**src/rtl/fetch_req.sv**
```systemverilog
// rtl/fetch_req.sv - sequential instruction-word read requester with decoder credits and jump drain
module fetch_req #(
  parameter int ADDR_W  = 20,
  parameter int CREDITS = 2
) (
  input  logic              iClk,
  input  logic              iRst,
  input  logic              iJumped,
  input  logic [ADDR_W-1:0] iJumpAddr,
  input  logic              iCredit,
  output logic              oMemReq,
  output logic [ADDR_W-1:0] oMemAddr,
  output logic [1:0]        oMemIndex,
  input  logic              iMemGnt,
  input  logic              iMemAck,
  output logic              oDiscard,
  output logic              oBusy
);

  typedef enum logic [1:0] {S_IDLE, S_REQ, S_WAIT, S_DRAIN} state_e;

  localparam logic [2:0] CRED_MAX = 3'(CREDITS);

  state_e            state_q, state_d;
  logic [ADDR_W-1:0] addr_q, addr_d;
  logic [1:0]        index_q, index_d;
  logic [2:0]        credits_q, credits_d;
  logic              grant;
  logic              stale;

  assign grant = (state_q == S_REQ) && iMemGnt;

  // An old word is still owed by memory: it must be drained before the new stream starts.
  assign stale = ((state_q == S_WAIT)  && !iMemAck) ||
                 ((state_q == S_DRAIN) && !iMemAck) ||
                 grant;

  always_comb begin
    state_d   = state_q;
    addr_d    = addr_q;
    index_d   = index_q;
    credits_d = credits_q;

    if (grant && !iCredit) begin
      credits_d = credits_q - 3'd1;
    end else if (!grant && iCredit && (credits_q != CRED_MAX)) begin
      credits_d = credits_q + 3'd1;
    end

    case (state_q)
      S_IDLE: begin
        if (credits_q != 3'd0) state_d = S_REQ;
      end
      S_REQ: begin
        if (grant) begin
          state_d = S_WAIT;
          addr_d  = addr_q + ADDR_W'(4);
          index_d = 2'd0;
        end
      end
      S_WAIT: begin
        if (iMemAck) state_d = (credits_d != 3'd0) ? S_REQ : S_IDLE;
      end
      S_DRAIN: begin
        if (iMemAck) state_d = S_REQ;
      end
      default: state_d = S_IDLE;
    endcase

    if (iJumped) begin
      addr_d    = {iJumpAddr[ADDR_W-1:2], 2'b00};
      index_d   = iJumpAddr[1:0];
      credits_d = CRED_MAX;
      state_d   = stale ? S_DRAIN : S_REQ;
    end
  end

  always_ff @(posedge iClk or posedge iRst) begin
    if (iRst) begin
      state_q   <= S_IDLE;
      addr_q    <= '0;
      index_q   <= 2'd0;
      credits_q <= CRED_MAX;
    end else begin
      state_q   <= state_d;
      addr_q    <= addr_d;
      index_q   <= index_d;
      credits_q <= credits_d;
    end
  end

  assign oMemReq   = (state_q == S_REQ);
  assign oBusy     = (state_q == S_WAIT) || (state_q == S_DRAIN);
  assign oDiscard  = (state_q == S_DRAIN);
  assign oMemAddr  = addr_q;
  assign oMemIndex = index_q;

endmodule

```
**config.mk**
```make
export PLATFORM = sky130hd
export DESIGN_NAME = fetch_req
export DESIGN_NICKNAME = d
export VERILOG_FILES = /design/src/rtl/fetch_req.sv
export SDC_FILE = /design/constraint.sdc
export NUM_CORES = 1
export LEC_CHECK = 0
export CAP_MARGIN = 0
export CELL_PAD_IN_SITES_DETAIL_PLACEMENT = 1
export CELL_PAD_IN_SITES_GLOBAL_PLACEMENT = 2
export CORE_MARGIN = 8
export CORE_UTILIZATION = 27
export CTS_CLUSTER_DIAMETER = 100
export DETAILED_ROUTE_END_ITERATION = 16
export PLACE_DENSITY_LB_ADDON = 0.05
export SETUP_SLACK_MARGIN = 0.4
export SLEW_MARGIN = 20
export SYNTH_ARGS = -nofsm -noshare
export SYNTH_HDL_FRONTEND = slang
export SYNTH_SLANG_ARGS = --single-unit
```
**constraint.sdc**
```tcl
create_clock -name iClk -period 2 [get_ports iClk]
set_clock_uncertainty 0.05 [all_clocks]
set_input_delay 0.4 -clock iClk [delete_from_list [all_inputs] [get_ports iClk]]
set_output_delay 0.4 -clock iClk [all_outputs]
set_load 0.03 [all_outputs]
```
After elaboration in Yosys (flattened, before gate mapping)
Cells that the tools add are included.

Bits in registers: 27. Latch bits: 0. Bits in writable memories: 0. Bits in read-only memories: 0. Logic and storage cells: 51. Memories: 0.

$add $sub $neg: 3. Multiply operators: 0. Div/mod/pow operators: 0. $lt $le $gt $ge: 0. Equal/unequal tests: 8. Shift-type cells: 0. Mux-type cells: 17. Bitwise gates (word level): 0. Reductions and logical operators: 19.

Operators by type and width (number): $mux W20 (3); $add A20 B3 Y20 const B (1); $mux W2 (9); $mux W3 (3); $ne A3 B3 Y1 const B (3); $pmux W2 S4 (1); $logic_and A1 B1 Y1 (6); $ne A3 B2 Y1 const B (2); $reduce_bool A3 Y1 (2); $eq A2 B2 Y1 const B (2); $reduce_and A4 Y1 (1); $reduce_bool A2 Y1 (2); $add A3 B1 Y3 const B (1); $logic_not A1 Y1 (3); $logic_or A1 B1 Y1 (3); $sub A3 B1 Y3 const B (1); $eq A2 B1 Y1 const B (1); $logic_not A2 Y1 (1); $reduce_and A2 Y1 (1); $mux W1 (1).

Logic depth before layout (Yosys ltp)
Gate-level depths: netlist of the first run.

Depth after elaboration: 12. Depth in mapped cells: 6. Depth with buffers taken out: 6.

Worst setup path after synthesis of the first run
OpenSTA, ideal clock, no wires.

Path kind: flip-flop to flip-flop. From: reg addr_q[4], in the netlist oMemAddr[4]. To: reg addr_q[13], in the netlist oMemAddr[13]. Arrival time: 1.724 ns. Slack: 0.157 ns. Cell stages (with the launch flop): 5. Buffers on the path: 0. Cells stage by stage: dfrtp_1 -> nand4_4 -> or3_4 -> or4_1 -> nand3_1.

Cells in the longest elaborated chain, start to end: 4.

RTL lines: from (decl) (RTL line 25) `logic [ADDR_W-1:0] addr_q, addr_d;`; from (signal assigned) (RTL line 86) `addr_q <= addr_d;`; $add A20 B3 Y20 (RTL line 57) `addr_d = addr_q + ADDR_W'(4);`; $mux W20 (RTL line 55) `if (grant) begin`; $mux W20 (RTL line 50) `case (state_q)`; $mux W20 (RTL line 70) `if (iJumped) begin`.

Every way passes these cells. The select of a mux whose other input is x is not followed. A chain may end at the register's enable or synchronous reset.

Worst setup path in the final report of the first run
From: reg credits_q[1]. To: reg state_q[0].

Cells in the longest elaborated chain, start to end: 9.

RTL lines: from (decl) (RTL line 27) `logic [2:0] credits_q, credits_d;`; from (signal assigned) (RTL line 88) `credits_q <= credits_d;`; parallel branches: the longest is 9 deep, another holds $add A3 B1 Y3; to (signal assigned) (RTL line 85) `state_q <= state_d;`; to (decl) (RTL line 24) `state_e state_q, state_d;`.

Parallel ways; which one is timed is not known. The select of a mux whose other input is x is not followed.

==> results of run 1 <==
-- sequential cells by signal, summed over array words and instances, names as in the netlist --
signal / count
oMemAddr: 18
credits_q: 3
oMemIndex: 2
state_q: 2
-- through the flow --
stage / utilization, % / setup WS, ps / cell area, µm²
4_1_cts: 43.1 / 272 / 2510
6_report: 45.3 / 234 / 2640
5_1_grt: 45.3 / 188 / 2640
3_3_place_gp: 39.7 / -124 / 2310
2_1_floorplan: - / 316 / 1680
3_5_place_dp: 39.7 / -151 / 2310
-- cell type report --
type                       count  area share [%]
inverter                       8            1.23
sequential                    25            24.3
multi-input combinational    138            41.0
tap                           75            3.56
timing repair buffer          84            28.0
clock buffer                   3            1.57
clock inverter                 1           0.285
-- cell usage after synthesis, drive strengths merged --
master / n / area, µm²
nand2: 30 / 113
dfrtp: 24 / 601
o21ai: 17 / 85.1
xnor2: 8 / 70.1
inv: 7 / 26.3
buf: 6 / 40.0
nand3: 6 / 30.0
nand4: 6 / 52.6
nor3: 6 / 30.0
nor4: 6 / 43.8
clkbuf: 5 / 18.8
ha: 5 / 62.6
nor2: 5 / 18.8
a21oi: 3 / 15.0
and2: 3 / 18.8
and3: 3 / 18.8
mux2i: 3 / 30.0
or3: 3 / 23.8
xor2: 3 / 26.3
a211o: 2 / 17.5
a31oi: 2 / 12.5
nand2b: 2 / 12.5
nand3b: 2 / 27.5
nand4b: 2 / 17.5
nor3b: 2 / 15.0
o211ai: 2 / 15.0
or4: 2 / 15.0
a2111oi: 1 / 8.76
a311oi: 1 / 8.76
and3b: 1 / 8.76
and4: 1 / 8.76
clkinv: 1 / 3.75
conb: 1 / 3.75
dfstp: 1 / 26.3
mux2: 1 / 11.3
nor2b: 1 / 6.26
o2111ai: 1 / 8.76
o21a: 1 / 7.51
o221ai: 1 / 8.76
o22a: 1 / 8.76
o311ai: 1 / 8.76
o32a: 1 / 10.0
-- where the power goes --
| part | total (W) | internal [W] | switching, W |
|---|---|---|---|
| clock network | 0.000325 | 0.000142 | 0.000184 |
| logic | 0.000770 | 0.000357 | 0.000413 |
| registers | 0.000655 | 0.000572 | 0.0000828 |
-- critical path, cell delays in order, from the launching register on --
cell      delay, ps
dfstp_2         630
inv_2            90
ha_4            220
mux2_2          270
a311oi_2        270
o32a_1          180
-- path summary, 6_finish.rpt --
check	slack, ps	start	end	depth (start not counted)
min reg2reg	500	oMemIndex[1]	oMemIndex[1]	2
min	430	iRst	oMemAddr[3]	3
max in group asynchronous	1160	iRst	credits_q[1]	3
max	230	credits_q[1]	state_q[0]	5
min in group iClk	500	oMemIndex[1]	oMemIndex[1]	2
max reg2reg	230	credits_q[1]	state_q[0]	5
-- cells by family (layout without fill, tap and decap cells) --
group | after synthesis | count (layout)
AND/OR/NAND/NOR | 81 | 82
AO/OA/AOI/OAI | 34 | 34
flip-flops | 25 | 25
buffers and inverters | 19 | 96
XOR/XNOR | 11 | 11
adder cells (fa/ha/maj) | 5 | 5
multiplexers | 4 | 4
other | 1 | 2
-- metal layers --
layer	GRT usage [%]	vias to the layer above
met5	0	-
met4	3.22	0
met3	3.16	2
met2	22.5	24
met1	15.9	790
li1	-	807
-- what timing repair did --
item,4_1_cts,5_1_grt
cloned,1,0
gates resized for setup,51,42
setup buffers,13,7
pin swaps,7,8
setup endpoints to repair,41,33
==> out/summary.txt, run 1 <==
fin crit share: 88.3%
final non-filler cell total: 334
filler cell count: 690
HPWL Detailed: 3890 µm
worst path required time: 2170 ps
input/output buffers: 48
fmax: 566 MHz
DR top layer: met4
detailed-route via count: 1623
CTS Root Cell: clkbuf_8
WL met3: 230 µm
row count: 28
die extent in x: 92.9 µm
vias in the first global route: 1763
DR WL/cell: 16.6 µm
Hold Buf Count CTS: 0
DRC: 0
Final setup viols: 0
Min Clock Period, post-route: 1770 ps
hold slack: 432 ps
flops & latches, synth: 25
Synth Area in XOR/XNOR: 6.04%
leading cell type in the layout, fill and taps excluded: nand2_1
DR vias/cell: 4.86
drt first-iter violations: 25
post-synthesis sequential area ratio: 39.3%
GRT Util Overall: 13.1%
post-synthesis adder-cell area fraction: 3.92%
synthesized instance count: 180
Inst Count DP: 309
pin count of the biggest net entering global routing: 26
Power Total: 0.00175 W
yosys synthesis warning count: 0
WS Path Type: reg2reg
RSZ-0062 raised after global routing: true
latest clock arrival within the worst-skew pair: 270 ps
Worst Path Max Fanout: 4
nets@finish: 291
type of origin of the critical path: flip-flop
max_cap viols: 0
Die Area: 8620 µm²
IO Count: 51
CTS buffer count: 3
Leak: 1.06 nW
most frequent cells in the layout: nand2_1, buf_4, clkdlybuf4s50_1
initial antenna violation count: 0
multiplexer share of the synthesized area: 2.59%
area of the multi-input gates: 1080 µm²
simple-gate area share of the yosys netlist: 28.9%
Initial Util: 27.4%
first-pass GRT wire length: 9160 µm
Clock transition at path regs: 100 ps
RD Place Congestion: 0.736
Compound-Gate Fraction of Synth Area: 13.5%
P&R area growth vs syn: 65.3%
core area: 5820 µm²
Mean Syn Cell Area: 8.86 µm²
synthesized cell area: 1600 µm²
distinct cell type count after synthesis: 49
Total Wirelength: 5550 µm
met2 WL: 2850 µm
diode count: 0
Hold Crit Class: in2async
Final ANT Viol Nets: 0
CTS tree: built
drt first pass iters: 4
Critical Path AT: 1930 ps
Sink Count: 25
largest family of logic cells by synthesized area: simple AND/OR/NAND/NOR gates
outcome: finished, final reports clean
Max VDD drop: 0.000281 V
Pwr Density: 664 nW/µm²
Die Ht: 92.9 µm
share of cells above drive strength 1: 34.4%
Worst setup EP type: flip-flop
Hold Vio Cnt, Final: 0
Sequential Area: 642 µm²
post-route setup TNS: 0 ps
maximum buffer depth of the clock tree: 2
metal1 wirelength: 2440 µm
GR Overflow Total: 0
Final Slew Violations: 0
H-tree levels: 1
Note: power is estimated with default switching activity, not from simulation.
==> inputs of run 2 (changes only) <==
--- a/config.mk
+++ b/config.mk
@@ -14,6 +14,7 @@
 export DETAILED_ROUTE_END_ITERATION = 16
 export PLACE_DENSITY_LB_ADDON = 0.05
 export SETUP_SLACK_MARGIN = 0.4
+export SKIP_CTS_REPAIR_TIMING = 1
 export SLEW_MARGIN = 20
 export SYNTH_ARGS = -nofsm -noshare
 export SYNTH_HDL_FRONTEND = slang
==> run 2 against run 1 <==
Effect of this change: count of clock-buffer cells in the layout unchanged; clock power about the same; wire length decreased by 0.96%; sequential power about the same; non-clock buffer count decreased by 10; sequential share of layout area increased by 0.25 points; global-route usage decreased by 0.98 points; critical path depth unchanged; critical path type unchanged; largest power group unchanged.
==> out/summary.txt, run 2 (synthesis gave the netlist of run 1 again) <==
Final ANT Viol Nets: 0 (unchanged)
H-tree levels: 1 (unchanged)
row count: 28 (unchanged)
Psw: 0.000659 W (-3.0%)
first-pass GRT wire length: 8490 µm (-7.4%)
origin of the critical flop-to-flop path: credits_q[1]
Min Clock Period, post-route: 1740 ps (-24.4 ps)
Max VDD drop: 0.000274 V (-2.7%)
worst path required time: 2170 ps (about the same)
GRT Util Overall: 12.1% (-0.98 points)
final non-filler cell total: 324 (-3.0%)
die extent in x: 92.9 µm (unchanged)
DR vias/cell: 4.75 (-2.3%)
Sequential Power Share: 38.5% (+1.1 points)
leading cell type in the layout, fill and taps excluded: nand2_1
share of cells above drive strength 1: 28.1% (-6.3 points)
Sw Ratio: 38.6% (-0.19 points)
core area: 5820 µm² (unchanged)
P&R area growth vs syn: 63.6%
DR WL/cell: 17.0 µm (+2.1%)
most frequent cells in the layout: nand2_1, dlymetal6s2s_1, clkdlybuf4s50_1
Critical Path AT: 1910 ps (-20 ps)
max reg flops: 18 (unchanged)
type of origin of the critical path: flip-flop
diode count: 0 (unchanged)
input/output buffers: 48 (unchanged)
fmax: 574 MHz (+1.4%)
latest clock arrival within the worst-skew pair: 280 ps (about the same)
Clock transition at path regs: 100 ps (about the same)
Initial Util: 27.4% (unchanged)
Inst Count DP: 309 (unchanged)
drt first pass iters: 4 (unchanged)
Pwr Density: 654 nW/µm² (-1.6%)
Power Total: 0.00171 W (-2.5%)
Leak: 1.23 nW (+16%)
filler cell count: 685 (-0.72%)
Hold Vio Cnt, Final: 0 (unchanged)
r2r setup slk: 260 ps (+20 ps)
Die Ht: 92.9 µm (unchanged)
detailed-route via count: 1538 (-5.2%)
drt first-iter violations: 17 (-32%)
vias in the first global route: 1644 (-6.7%)
DRC: 0 (unchanged)
Final setup viols: 0 (unchanged)
maximum buffer depth of the clock tree: 2 (unchanged)
DP Worst Slack: -151 ps (unchanged)
WS Path Type: reg2reg
Worst Reg-to-Reg Cells: 5 (unchanged)
post-route setup TNS: 0 ps (unchanged)
max_cap viols: 0 (unchanged)
CTS tree: built
GR Overflow Total: 0 (unchanged)
final worst-path setup slack: 259 ps (+24.4 ps)
initial antenna violation count: 0 (unchanged)
outcome: finished, final reports clean
nets@finish: 281 (-3.4%)
RD Place Congestion: 0.736 (unchanged)
r2r endpoint: state_q[0]
HPWL Detailed: 3890 µm (unchanged)
Die Area: 8620 µm² (unchanged)
IO Count: 51 (unchanged)
Worst Path Max Fanout: 4 (unchanged)
CTS buffer count: 3 (unchanged)
clock network power share: 19.0% (+0.4 points)
CTS Root Cell: clkbuf_8
Sink Count: 25 (unchanged)
combinational share of power: 42.5% (-1.5 points)
pin count of the biggest net entering global routing: 26 (unchanged)
fin crit share: 87.1% (-1.2 points)
Hold Crit Class: in2async
cell internal pwr: 0.00105 W (-2.2%)
Worst setup EP type: flip-flop
Final Slew Violations: 0 (unchanged)
Total Wirelength: 5490 µm (-0.96%)
RSZ-0062 raised after global routing: true
run 2: cell count changes in the layout (fill, tap and decap cells not counted), sizes merged:
cell,delta
dlymetal6s2s,+24
buf,-13
clkdlybuf4s15,-11
dlygate4sd2,-6
clkbuf,-4
run 2: worst max-delay path by stage:
stage                             from  cells after the start            to  slack, ps
after floorplan            oMemAddr[4]                      4  oMemAddr[13]        320
after global placement         iMemGnt                      5  oMemAddr[13]       -120
after detailed placement       iMemGnt                      5  oMemAddr[13]       -150
after CTS                   state_q[1]                      2      oDiscard        -80
after global routing      credits_q[1]                      5    state_q[0]        180
final                     credits_q[1]                      5    state_q[0]        260
run 2: worst max-delay path: stages (launching register included):
cell and delay (ps):
dfstp_2 610, inv_2 80, ha_4 220, mux2_2 270
a311oi_2 290, o32a_1 170
run 2: power groups by stage:
stage | sequential [W] | combinational, W | clock (W)
final | 0.000657 | 0.000724 | 0.000325
after global routing | 0.000670 | 0.000779 | 0.000363
after CTS | 0.000660 | 0.000655 | 0.000343
after detailed placement | 0.000669 | 0.000651 | 0
after global placement | 0.000666 | 0.000636 | 0
after floorplan | 0.000736 | 0.000302 | 0
run 2: area by class of cell:
type	count	area, µm²	share of cell area [%]
clock buffer	3	41.3	1.58
clock inverter	1	7.51	0.288
inverter	8	30.0	1.15
multi-input combinational	138	1050	40.2
sequential	25	642	24.6
tap	75	93.8	3.60
timing repair buffer	74	747	28.6
run 2: routing by layer:
metal | track usage, % | share of wire [%] | vias to the layer above
met1 | 15.6 | 45 | 736
met4 | 3.22 | 0.49 | 0
li1 | - | - | 776
met2 | 19.5 | 51 | 24
met3 | 3.16 | 3.8 | 2
met5 | 0 | 0 | -
run 2: metrics by stage:
step / util [%] / hold slack (ps) / cell area [µm²]
2_1_floorplan: - / 376 / 1680
3_3_place_gp: 39.7 / 477 / 2310
3_5_place_dp: 39.7 / 488 / 2310
4_1_cts: 40.5 / 452 / 2350
5_1_grt: 44.9 / 465 / 2610
6_report: 44.9 / 434 / 2610
